==> config.mk <==
export PLATFORM = sky130hd
export DESIGN_NAME = tdm_demultiplexer_flat
export DESIGN_NICKNAME = d
export VERILOG_FILES = /design/src/rtl/tdm_demultiplexer_if.sv /design/src/rtl/tdm_demultiplexer.sv /design/src/flat_wrapper.sv
export SDC_FILE = /design/constraint.sdc
export NUM_CORES = 1
export LEC_CHECK = 0
export ABC_AREA = 1
export BUFFER_PORTS_ARGS = -buffer_cell sky130_fd_sc_hd__buf_2
export CAP_MARGIN = 20
export CORE_ASPECT_RATIO = 1.2
export CORE_MARGIN = 2
export CORE_UTILIZATION = 30
export CTS_BUF_LIST = sky130_fd_sc_hd__clkbuf_16
export DETAILED_ROUTE_END_ITERATION = 7
export PLACE_DENSITY = 0.5
export SKIP_CTS_REPAIR_TIMING = 1
export SYNTH_ARGS = -nofsm -noshare
export SYNTH_HDL_FRONTEND = slang
export SYNTH_SLANG_ARGS = --single-unit
==> constraint.sdc <==
create_clock -name clk -period 1.83 [get_ports clk]
set_input_delay 0.549 -clock clk [delete_from_list [all_inputs] [get_ports clk]]
set_output_delay 0.549 -clock clk [all_outputs]
set_load 0.005 [all_outputs]
==> src/rtl/tdm_demultiplexer_if.sv <==
// Serial-in / four-channel-out bundle for the TDM demultiplexer.
// master drives the sample stream, slave is the demultiplexer.
interface tdm_demultiplexer_if #(
  parameter int WIDTH = 8
);
  logic [WIDTH-1:0] din;
  logic             din_valid;
  logic             frame_sync;
  logic [WIDTH-1:0] ch0;
  logic [WIDTH-1:0] ch1;
  logic [WIDTH-1:0] ch2;
  logic [WIDTH-1:0] ch3;
  logic [3:0]       ch_valid;
  logic             frame_done;
  logic             sync_err;
  logic             locked;

  modport master (
    output din, din_valid, frame_sync,
    input  ch0, ch1, ch2, ch3,
    input  ch_valid, frame_done,
    input  sync_err, locked
  );

  modport slave (
    input  din, din_valid, frame_sync,
    output ch0, ch1, ch2, ch3,
    output ch_valid, frame_done,
    output sync_err, locked
  );
endinterface

==> src/rtl/tdm_demultiplexer.sv <==
// 1-to-4 TDM demultiplexer locking to frame_sync.
// Define TDM_DEMUX_FRAME_LATCH_EN to publish whole frames at slot 3.
module tdm_demultiplexer #(
  parameter int WIDTH = 8
) (
  input logic               clk,
  input logic               rst_n,
  tdm_demultiplexer_if.slave bus
);

  typedef enum logic {
    HUNT   = 1'b0,
    LOCKED = 1'b1
  } state_t;

  state_t           state_q;
  logic [1:0]       slot_q;
  logic [WIDTH-1:0] ch_q [4];
  logic [3:0]       ch_valid_q;
  logic             frame_done_q;
  logic             sync_err_q;

`ifdef TDM_DEMUX_FRAME_LATCH_EN
  logic [WIDTH-1:0] sh_q [3];
`endif

  logic       accept;
  logic       resync;
  logic [1:0] slot_d;
  logic [3:0] slot_oh;

  always_comb begin
    accept  = bus.din_valid &&
              (state_q == LOCKED || bus.frame_sync);
    resync  = bus.din_valid && bus.frame_sync &&
              state_q == LOCKED && slot_q != 2'd0;
    // a sync sample always lands in slot 0
    slot_d  = bus.frame_sync ? 2'd0 : slot_q;
    slot_oh = 4'b0001 << slot_d;
  end

  always_ff @(posedge clk) begin
    if (!rst_n) begin
      state_q      <= HUNT;
      slot_q       <= 2'd0;
      ch_valid_q   <= '0;
      frame_done_q <= 1'b0;
      sync_err_q   <= 1'b0;
      for (int i = 0; i < 4; i++) begin
        ch_q[i] <= '0;
      end
`ifdef TDM_DEMUX_FRAME_LATCH_EN
      for (int i = 0; i < 3; i++) begin
        sh_q[i] <= '0;
      end
`endif
    end else begin
      ch_valid_q   <= '0;
      frame_done_q <= 1'b0;
      sync_err_q   <= resync;
      if (accept) begin
        state_q      <= LOCKED;
        slot_q       <= slot_d + 2'd1;
        frame_done_q <= slot_oh[3];
`ifdef TDM_DEMUX_FRAME_LATCH_EN
        unique case (1'b1)
          slot_oh[0]: sh_q[0] <= bus.din;
          slot_oh[1]: sh_q[1] <= bus.din;
          slot_oh[2]: sh_q[2] <= bus.din;
          slot_oh[3]: begin
            ch_q[0]    <= sh_q[0];
            ch_q[1]    <= sh_q[1];
            ch_q[2]    <= sh_q[2];
            ch_q[3]    <= bus.din;
            ch_valid_q <= 4'b1111;
          end
          default: ;
        endcase
`else
        ch_q[slot_d] <= bus.din;
        ch_valid_q   <= slot_oh;
`endif
      end
    end
  end

  assign bus.ch0        = ch_q[0];
  assign bus.ch1        = ch_q[1];
  assign bus.ch2        = ch_q[2];
  assign bus.ch3        = ch_q[3];
  assign bus.ch_valid   = ch_valid_q;
  assign bus.frame_done = frame_done_q;
  assign bus.sync_err   = sync_err_q;
  assign bus.locked     = (state_q == LOCKED);

endmodule

==> src/flat_wrapper.sv <==
// flat-port wrapper written by rule: the top's interface ports become plain ports
module tdm_demultiplexer_flat 
#(
  parameter int WIDTH = 8
)
  (clk, rst_n, bus_din, bus_din_valid, bus_frame_sync, bus_ch0, bus_ch1, bus_ch2, bus_ch3, bus_ch_valid, bus_frame_done, bus_sync_err, bus_locked);
  tdm_demultiplexer_if #(.WIDTH(WIDTH)) bus_i ();
  input logic clk;
  input logic rst_n;
  input wire logic [$bits(bus_i.din)-1:0] bus_din;
  input wire logic [$bits(bus_i.din_valid)-1:0] bus_din_valid;
  input wire logic [$bits(bus_i.frame_sync)-1:0] bus_frame_sync;
  output wire logic [$bits(bus_i.ch0)-1:0] bus_ch0;
  output wire logic [$bits(bus_i.ch1)-1:0] bus_ch1;
  output wire logic [$bits(bus_i.ch2)-1:0] bus_ch2;
  output wire logic [$bits(bus_i.ch3)-1:0] bus_ch3;
  output wire logic [$bits(bus_i.ch_valid)-1:0] bus_ch_valid;
  output wire logic [$bits(bus_i.frame_done)-1:0] bus_frame_done;
  output wire logic [$bits(bus_i.sync_err)-1:0] bus_sync_err;
  output wire logic [$bits(bus_i.locked)-1:0] bus_locked;
  assign bus_i.din = bus_din;
  assign bus_i.din_valid = bus_din_valid;
  assign bus_i.frame_sync = bus_frame_sync;
  assign bus_ch0 = bus_i.ch0;
  assign bus_ch1 = bus_i.ch1;
  assign bus_ch2 = bus_i.ch2;
  assign bus_ch3 = bus_i.ch3;
  assign bus_ch_valid = bus_i.ch_valid;
  assign bus_frame_done = bus_i.frame_done;
  assign bus_sync_err = bus_i.sync_err;
  assign bus_locked = bus_i.locked;
  tdm_demultiplexer #(.WIDTH(WIDTH)) u_core (.clk(clk), .rst_n(rst_n), .bus(bus_i));
endmodule
== Yosys cells after proc, flatten, opt, wreduce, memory -nomap -nowiden ==
Memories as Yosys holds them, arrays and structs flattened.
Cells that the tools add are included.
Word-level totals
  register bits after elaboration: 9
  bits in writable memories: 32
  bits of input ports: 12
  output and inout port bits: 39
  word-level logic and storage cells: 24
  memories kept: 1
Cells by class
  add/subtract/negate cells: 1
  shift operators: 1
  mux-type cells: 8
  reduce and logical (&&, ||, !) cells: 8
Memories
  u_core.ch_q: depth 4, bits a word 8, read ports 4, clocked after Yosys merged registers in 0, wr ports 4, RTL line tdm_demultiplexer.sv:18  | logic [WIDTH-1:0] ch_q [4];
Operators by type and width (count)
  two-way mux 8 bit: 1
  OR reduction 8 bit: 1
  two-way mux 1 bit: 5
  logical AND 1 bit: 4
  two-way mux 2 bit: 2
  left shift 1 x 2 -> 4 bit, first input constant: 1
  adder 2 x 1 -> 2 bit, second input constant: 1
  AND reduction 2 bit: 1
  nonzero test 2 bit: 1
  logical OR 1 bit: 1

== Longest topological paths before layout ==
  depth in word-level cells: 7
  mapped depth: 6
  gate-level depth less buffers: 5

== Worst setup path before layout ==
OpenSTA, ideal clock, no wires.
  path kind: in2reg
  start: input port bus_frame_sync
  end: memory u_core.ch_q[3][0], enable pin
  library setup time: 0.371 ns
  arrival time: 1.263 ns
  required time: 1.459 ns
  path slack: 0.196 ns
  stages on the path: 5
  cells stage by stage: inv_1 > nand2_1 > nand3_1 > nand2_1 > nor2_1
RTL lines
  start, declared: RTL line flat_wrapper.sv:12  | input wire logic [$bits(bus_i.frame_sync)-1:0] bus_frame_sync;
  end, declared: RTL line tdm_demultiplexer.sv:18

==> impl_metrics.py <==
metrics = {
    "finish": {
        "drive_gt1_share_pct": 37.7,
        "antenna_cells": 0,
        "num-fill-cells": 511,
        "fin_nets": 194,
        "fin_util_pct": 40.3,
        "final_cell_mix": "buf_2, edfxtp_1, nor2_1, inv_1, nand2_1",
        "area_growth_pct": 30.7,
        "final_common_cell": "buf_2",
        "final_cell_area_um2": 1980,
    },
    "sta": {
        "worstMarginPinSlew_ns": 0.365,
        "clock.fmax_mhz": 671,
        "rsz0062_at_grt": "no",
        "setup_viol_count_final": 0,
        "hold_violations": 0,
        "setup_tns_ns": 0,
        "min_period_ns": 1.49,
        "relSlewSlack_pct": 75.6,
        "drv_slew": 0,
        "min_period_over_period_pct": 81.4,
        "clock_skew_ns": 0.00213,
        "setup_slack_ns": 0.340,
    },
    "synthesis": {
        "syn_area_um2": 1510,
        "synth_top_area_share_pct": 63.6,
        "synth-seq-cells": 40,
        "synthesis.nets": 136,
        "ys_warn_count": 0,
        "postSynthAreaPerCell_um2": 12.2,
        "yosysTopAreaCell": "edfxtp_1",
        "seq_area_frac_synth_pct": 74.2,
        "synthTopCellsByArea": "edfxtp_1, dfxtp_1, nor2_1",
        "ys_types": 17,
        "postSynthCellCount": 124,
    },
    "global_route": {
        "grt_pass1_wl_um": 5060,
        "antenna_found_initial": 0,
        "grt_overflow": 0,
        "track_usage_pct": 13.0,
        "grt_max_degree": 17,
        "grt_pass1_vias": 1081,
    },
    "route": {
        "drt_iter0_drc": 65,
        "vias_per_cell": 4.31,
        "wl_per_cell_um": 13.1,
        "ant_nets": 0,
        "drt_wl_total_um": 3180,
        "first_pass_iters": 4,
        "vias": 1048,
        "post-route-drc-count": 0,
    },
    "critical_path": {
        "crit_arrival_ns": 1.43,
        "worstReg2RegStart": "u_core.slot_q[0]$_SDFFE_PN0P_",
        "crit_type": "in -> reg",
        "startpoint_type": "primary input",
        "cp_cell_sequence": "buf_2 > inv_1 > nand2_1 > nor2_1 > nand2_1 > nand2_1",
        "path_max_fanout": 8,
        "rr_worst_depth": 4,
        "max_stage_delay_ns": 0.30,
        "cpMostUsedCell": "nand2_1",
        "crit_slowest_cell": "nand2_1",
        "worstPathRequired_ns": 1.77,
        "end_kind": "flop",
        "startpoint": "bus_frame_sync",
    },
    "die": {
        "fp.dieH_um": 81.8,
        "row_count": 28,
        "io-pin-count": 51,
        "dieArea_um2": 5620,
        "core_um2": 4900,
        "start_util_pct": 30.8,
        "die_w_um": 68.8,
    },
    "pwr": {
        "p_total_mw": 2.02,
        "p_leak_nw": 0.943,
        "max-vdd-ir-drop_uv": 380,
        "p_per_area_nw_per_um2": 1020,
    },
    "hold_path": {
        "min_path_cells": 2,
        "hold_path_startpoint": "u_core.bus.locked$_SDFFE_PN0P_",
        "holdCritPathClass": "reg -> reg",
    },
    "place": {
        "dp_slack_ns": 0.0608,
        "io_buffers": 50,
        "dp.final_hpwl_um": 2390,
        "postPlaceCellArea_um2": 1840,
        "gp_congestion": 0.856,
    },
    "clock_tree": {
        "clkSinkCount": 40,
        "cts_max_path_buffers": 2,
        "cts-root-buf": "clkbuf_16",
        "cts-buffers-inserted": 5,
        "clk_latency_ns": 0.27,
        "cts_tree": "built",
        "path_clk_slew_ns": 0.05,
        "cts_htree_levels": 2,
    },
    "run": {
        "max-cap-violations": 0,
    },
    "outcome": {
        "status": "complete, no violations",
    },
}
registers in the layout, summed over array words and instances (netlist names):
register	flops
u_core.slot_q	2
u_core.bus.sync_err	1
u_core.ch_q	32
u_core.bus.ch_valid	4
u_core.bus.locked	1
area by class of cell:
type | count | area [µm²] | share of cell area, %
Clock buffer | 5 | 125 | 6.33
Timing Repair Buffer | 54 | 280 | 14.2
Sequential cell | 40 | 1120 | 56.7
Multi-Input combinational cell | 64 | 297 | 15.0
Inverter | 17 | 63.8 | 3.23
Clock inverter | 3 | 13.8 | 0.697
Tap cell | 60 | 75.1 | 3.80
stage by stage:
| step | hold slack, ns | instances |
|---|---|---|
| 2_1_floorplan | 0.476 | 124 |
| 3_3_place_gp | 0.496 | 235 |
| 3_5_place_dp | 0.504 | 235 |
| 4_1_cts | 0.513 | 243 |
| 5_1_grt | 0.560 | 243 |
| 6_report | 0.506 | 243 |
routing by layer:
layer  global-route usage [%]  part of all wire, %  vias to the layer above
met5                        0                    0                        -
met4                     5.88                  1.9                        0
met3                     4.25                  8.0                        5
met2                     23.1                   51                       39
met1                     13.6                   39                      480
li1                         -                    -                      524
kinds of logic (layout without fill, tap and decap cells):
family                 count (synthesis)  after routing  synth area share (%)
AND/OR/NAND/NOR                       62             62                  19.0
flip-flops                            40             40                  74.2
buffers and inverters                 20             79                  6.21
AO/OA/AOI/OAI                          2              2                 0.662
path summary, 6_finish.rpt:
kind                                      to  slack (ns)
min reg2reg   u_core.bus.locked$_SDFFE_PN0P_        0.51
max reg2reg  u_core.ch_q[1][4]$_SDFFCE_PN0P_        0.43
min           u_core.bus.locked$_SDFFE_PN0P_        0.51
max          u_core.ch_q[1][4]$_SDFFCE_PN0P_        0.34
worst max-delay path, delay by kind of cell:
family                 cells  cell delay [ns]
buffers and inverters      2             0.22
and+or+nand+nor            4             0.66
synth_stat cells, drive strengths merged:
| cell | count |
|---|---|
| inv | 17 |
| nand3 | 5 |
| dfxtp | 8 |
| nand4 | 1 |
| buf | 3 |
| nor3 | 8 |
| nand2 | 16 |
| nor2 | 32 |
| o21ai | 2 |
| edfxtp | 32 |
power breakdown:
part / switching (mW) / total (mW) / leakage, nW / internal (mW)
Combinational: 0.0962 / 0.155 / 0.477 / 0.0592
Sequential: 0.0162 / 1.05 / 0.396 / 1.04
Clock: 0.318 / 0.812 / 0.0710 / 0.494
Total: 0.431 / 2.02 / 0.943 / 1.59
No activity file was read; power rests on OpenSTA's default activity.
